**src/rtl/wisc_pkg.sv**
```systemverilog
// Shared constants for the processor pipeline: writeback source codes,
// the hard-wired zero register id and the halt state encodings.
package wisc_pkg;

    // Writeback source select; 2'b11 is reserved and yields zero.
    localparam logic [1:0] WB_ALU = 2'b00;
    localparam logic [1:0] WB_MEM = 2'b01;
    localparam logic [1:0] WB_PC2 = 2'b10;

    // Register $zero: writes to it are always dropped.
    localparam logic [3:0] REG_ZERO = 4'd0;

    // Processor run/halt states.
    localparam logic [0:0] ST_RUN    = 1'b0;
    localparam logic [0:0] ST_HALTED = 1'b1;

endpackage

```
**src/rtl/mem_wb_reg.sv**
```systemverilog
// Enable/clear pipeline register holding the concatenated MEM/WB fields.
// Clear beats enable; with neither asserted the register holds.
module mem_wb_reg #(
    parameter int W = 8
) (
    input  logic         clk,
    input  logic         rst_n,
    input  logic         en,
    input  logic         clr,
    input  logic [W-1:0] d,
    output logic [W-1:0] q
);

    logic [W-1:0] fields_q;
    logic [W-1:0] fields_d;

    // Next value: bubble on clear, new data on enable, otherwise hold.
    always_comb begin
        fields_d = fields_q;
        if (clr) begin
            fields_d = '0;
        end else if (en) begin
            fields_d = d;
        end
    end

    // Register with asynchronous active-low reset to all zeros.
    always_ff @(posedge clk or negedge rst_n) begin
        if (!rst_n) begin
            fields_q <= '0;
        end else begin
            fields_q <= fields_d;
        end
    end

    assign q = fields_q;

endmodule

```
**src/rtl/writeback_stage.sv**
```systemverilog
// MEM/WB pipeline register plus writeback datapath driving the register
// file write port. Also owns the halt state and the retired-instruction
// counter.
module writeback_stage
    import wisc_pkg::*;
#(
    parameter int DATA_W   = 16,
    parameter int REG_ID_W = 4
) (
    input  logic                clk,
    input  logic                rst,
    input  logic                mem_valid,
    input  logic                mem_reg_write,
    input  logic [REG_ID_W-1:0] mem_dst_reg,
    input  logic [1:0]          mem_wb_sel,
    input  logic [DATA_W-1:0]   mem_alu_result,
    input  logic [DATA_W-1:0]   mem_rdata,
    input  logic [DATA_W-1:0]   mem_pc_plus2,
    input  logic                mem_halt,
    input  logic                wb_stall,
    input  logic                wb_flush,
    output logic                write_reg,
    output logic [REG_ID_W-1:0] dst_reg,
    output logic [DATA_W-1:0]   dst_data,
    output logic                halted,
    output logic [15:0]         retire_count
);

    localparam int FIELDS_W = 1 + 1 + REG_ID_W + 2 + 3 * DATA_W + 1;

    logic [FIELDS_W-1:0] mem_fields;
    logic [FIELDS_W-1:0] wb_fields;

    logic                wb_valid;
    logic                wb_reg_write;
    logic [REG_ID_W-1:0] wb_dst_reg;
    logic [1:0]          wb_sel;
    logic [DATA_W-1:0]   wb_alu_result;
    logic [DATA_W-1:0]   wb_rdata;
    logic [DATA_W-1:0]   wb_pc_plus2;
    logic                wb_halt;

    logic                capture_en;
    logic                capture_clr;
    logic                retire;

    logic [0:0]          state_q;
    logic [0:0]          state_d;
    logic [15:0]         count_q;
    logic [15:0]         count_d;

    assign mem_fields = {mem_valid, mem_reg_write, mem_dst_reg, mem_wb_sel,
                         mem_alu_result, mem_rdata, mem_pc_plus2, mem_halt};

    assign {wb_valid, wb_reg_write, wb_dst_reg, wb_sel,
            wb_alu_result, wb_rdata, wb_pc_plus2, wb_halt} = wb_fields;

    assign halted = (state_q == ST_HALTED);

    // Once halted the WB register is frozen; flush outranks stall.
    assign capture_clr = ~halted & wb_flush;
    assign capture_en  = ~halted & ~wb_stall;

    mem_wb_reg #(
        .W (FIELDS_W)
    ) u_mem_wb_reg (
        .clk   (clk),
        .rst_n (rst),
        .en    (capture_en),
        .clr   (capture_clr),
        .d     (mem_fields),
        .q     (wb_fields)
    );

    // Writeback source mux; the reserved select code returns zero.
    always_comb begin
        dst_data = '0;
        case (wb_sel)
            WB_ALU:  dst_data = wb_alu_result;
            WB_MEM:  dst_data = wb_rdata;
            WB_PC2:  dst_data = wb_pc_plus2;
            default: dst_data = '0;
        endcase
    end

    // $zero writes are suppressed so the file's bypass never forwards them.
    assign dst_reg   = wb_dst_reg;
    assign write_reg = wb_valid & wb_reg_write
                     & (wb_dst_reg != REG_ID_W'(REG_ZERO)) & ~halted;

    // An occupant retires when WB moves on (new content or bubble); an HLT
    // retires on the edge that halts the processor, stalled or not.
    assign retire = ~halted & wb_valid & (wb_flush | ~wb_stall | wb_halt);

    // Next state and counter: HALTED is sticky until reset, counter wraps.
    always_comb begin
        state_d = state_q;
        count_d = count_q;
        if (state_q == ST_RUN) begin
            if (wb_valid && wb_halt) begin
                state_d = ST_HALTED;
            end
            if (retire) begin
                count_d = count_q + 16'd1;
            end
        end
    end

    // State and counter flops with asynchronous active-low reset.
    always_ff @(posedge clk or negedge rst) begin
        if (!rst) begin
            state_q <= ST_RUN;
            count_q <= '0;
        end else begin
            state_q <= state_d;
            count_q <= count_d;
        end
    end

    assign retire_count = count_q;

endmodule

```
**config.mk**
```make
export PLATFORM = sky130hd
export DESIGN_NAME = writeback_stage
export DESIGN_NICKNAME = d
export VERILOG_FILES = /design/src/rtl/wisc_pkg.sv /design/src/rtl/mem_wb_reg.sv /design/src/rtl/writeback_stage.sv
export SDC_FILE = /design/constraint.sdc
export NUM_CORES = 1
export LEC_CHECK = 0
export CORE_MARGIN = 10
export CORE_UTILIZATION = 43
export CTS_BUF_LIST = sky130_fd_sc_hd__clkbuf_8 sky130_fd_sc_hd__clkbuf_16
export CTS_CLUSTER_DIAMETER = 80
export DETAILED_ROUTE_END_ITERATION = 10
export PLACE_DENSITY_LB_ADDON = 0.2
export SYNTH_ARGS = -nofsm -noshare
export SYNTH_HDL_FRONTEND = slang
export SYNTH_SLANG_ARGS = --single-unit
```
**constraint.sdc**
```tcl
create_clock -name clk -period 1.5 [get_ports clk]
set_clock_uncertainty 0.1 [all_clocks]
set_input_delay 0.15 -clock clk [delete_from_list [all_inputs] [get_ports clk]]
set_output_delay 0.15 -clock clk [all_outputs]
set_load 0.05 [all_outputs]
```
==> impl_metrics.yaml <==
clock_tree:
  cts_buffer_depth: 2
  cts_inserted_buffers: 9
  root_buffer: "clkbuf_8"
  clock_latency_ns: 0.35
  path_clk_slew_ns: 0.09
  cts_tree: "yes"
  cts_max_level: 3
  cts.sinks: 74
die:
  dieArea_sq_um: 11900
  rows: 32
  die_w_microns: 109
  coreArea_sq_um: 7730
  fp.dieH_microns: 109
  start_util_pct: 44.0
  io_pins: 99
outcome:
  violations: "negative setup slack"
  status: "finished with violations"
global_routing:
  antenna_found_initial: 0
  grt_max_degree: 71
  grt_pass1_wl_mm: 15.2
  grt_pass1_vias: 3011
  grt_use_total_pct: 16.4
  grt_overflow: 0
yosys:
  synth_flop_cell: "dfrtp_1"
  synth_seq_area_share_pct: 54.4
  yosys_warnings: 0
  synthMostInstantiatedCell: "nand2_1"
  synth_cell_type_count: 29
  syn_nets: 434
  synth-edff-count: 0
  yosysTopAreaCell: "dfrtp_1"
  netlist.area_leader.share_pct: 54.4
  synth.cell_area_sq_um: 3400
  synthTopCellsByArea: "dfrtp_1 54%, nand2_1 15%, o21ai_0 11%"
  syn_inst: 372
  ys_ff_latch: 74
  avgSynthCellArea_sq_um: 9.15
  async_flop_share_pct: 100
  synth_common_cells: "135 x nand2_1, 74 x dfrtp_1, 73 x o21ai_0"
sta:
  finalMaxSlewViolations: 0
  finalCriticalPeriod_ns: 1.82
  worstMarginPinSlew_ns: 0.418
  slew_headroom_pct: 72.0
  rsz0062_at_grt: "yes"
  setup_viol: 24
  hold_viol: 0
  fin_tns_setup_ns: -4.86
  min_period_over_period_pct: 121
  clock.fmax_mhz: 550
  fin_ws_ns: -0.319
pwr:
  irDropWorstVdd_uv: 1190
  p_leak_nw: 2.51
  powerDensity_nw_per_um2: 1890
  p_total_mw: 11.0
placement:
  place_inst: 569
  dp_hpwl_mm: 7.01
  io_buffers: 98
  gp_congestion: 0.840
  place_area_sq_um: 5170
route:
  vias: 3134
  detail_route.wl_per_cell_microns: 18.6
  drc_errors: 0
  vias_per_cell: 5.22
  wl_mm: 11.2
  first_pass_iters: 6
  drt_iter0_drc: 139
  ant_nets: 0
hold_path:
  min_path_type: "in -> async"
setup_path:
  critPathCaptureType: "output pin"
  worstSetupPathType: "reg -> out"
  cp-start-kind: "flop"
  cp.arrival_ns: 1.57
  critPathRequiredTime_ns: 1.25
  critPathMaxFanout: 8
cells_and_area:
  drive_gt1_share_pct: 33.3
  num-fill-cells: 495
  antenna_cells: 0
  final_nets: 555
  fin_area_sq_um: 5830
  area_growth_syn_to_layout_pct: 71.3
  layout.cells.non_filler: 600
flow_run:
  maxCapViolCount: 0
-- logic make-up after synthesis --
kind of cell	synth area share, %
fa+ha+maj	0.368
mux	5.04
buf+inv	4.04
xor+xnor	3.86
flops	54.4
simple gates	21.1
compound gates	11.2
-- routing by layer --
layer / GRT usage (%) / wire (microns) / part of all wire, %
met3: 4.37 / 776 / 6.9
met4: 7.44 / 352 / 3.1
met1: 19.8 / 4390 / 39
met2: 26.7 / 5660 / 51
met5: 0 / 0 / 0
-- path summary, 6_finish.rpt --
kind	end	start	slack (ns)	cells after the start
setup / recovery	dst_data[14]	u_mem_wb_reg.q[49]$_DFFE_PN0P_	-0.32	4
hold / removal	u_mem_wb_reg.q[10]$_DFFE_PN0P_	rst	0.14	2
setup reg to reg	retire_count[7]$_DFFE_PN0P_	halted$_DFF_PN0_	-0.11	5
hold reg to reg	u_mem_wb_reg.q[36]$_DFFE_PN0P_	u_mem_wb_reg.q[36]$_DFFE_PN0P_	0.39	2
max in group asynchronous	u_mem_wb_reg.q[50]$_DFFE_PN0P_	rst	0.67	3
min in group clk	u_mem_wb_reg.q[10]$_DFFE_PN0P_	mem_pc_plus2[9]	0.22	3
-- cell type report --
cell class	count	area, sq um	share of cell area (%)
clock buffer	10	138	2.36
clock inverter	6	42.5	0.730
inverter	2	7.51	0.129
multi-input combinational	270	1810	31.0
sequential	74	1870	32.1
tap	102	128	2.19
timing repair buffer	136	1830	31.4
-- registers in the layout, indices dropped and copies added, names as in the netlist --
register / count
halted: 1
u_mem_wb_reg.q: 57
retire_count: 16
-- layout by cell type, fill, tap and decap left out, types with 5 or more instances in the layout --
| cell type | count |
|---|---|
| buf_12 | 41 |
| clkdlybuf4s50_1 | 59 |
| o21ai_0 | 25 |
| buf_6 | 11 |
| mux2i_2 | 8 |
| o21ai_2 | 7 |
| clkbuf_16 | 5 |
| o21ai_1 | 31 |
| nand2_1 | 129 |
| clkinvlp_4 | 5 |
| clkbuf_8 | 10 |
| xnor2_1 | 9 |
| buf_4 | 18 |
| dfrtp_2 | 16 |
| mux2i_4 | 5 |
| o21ai_4 | 10 |
| dfrtp_1 | 58 |
| nand4_1 | 5 |
-- stage by stage --
stage / setup slack (ns) / utilization, % / hold slack, ns
floorplan: -0.0874 / - / -0.246
global placement: -0.196 / 67.0 / -0.0261
detailed placement: -0.244 / 67.0 / -0.0226
CTS: -0.322 / 71.5 / 0.162
global route: -0.366 / 75.4 / 0.177
finish: -0.319 / 75.4 / 0.144
-- repair_timing --
item / in CTS / in global routing
hold endpoints to repair: 74 / 0
pin swaps: 11 / 21
gates cloned: 1 / 10
setup endpoints to repair: 18 / 68
hold buffers: 1 / 0
buffers inserted: 4 / 2
gates resized for setup: 28 / 63
-- report_power, final --
group | switching (mW) | internal, mW
Combinational | 3.32 | 3.03
Sequential | 0.572 | 2.63
Clock | 0.807 | 0.642
-- worst max-delay path, stage by stage, from the launching register on --
cell and delay (ns):
dfrtp_2 0.46, buf_12 0.19, mux2i_4 0.32, o21ai_4 0.08, buf_12 0.16
Power figures use the tool's default switching activity.
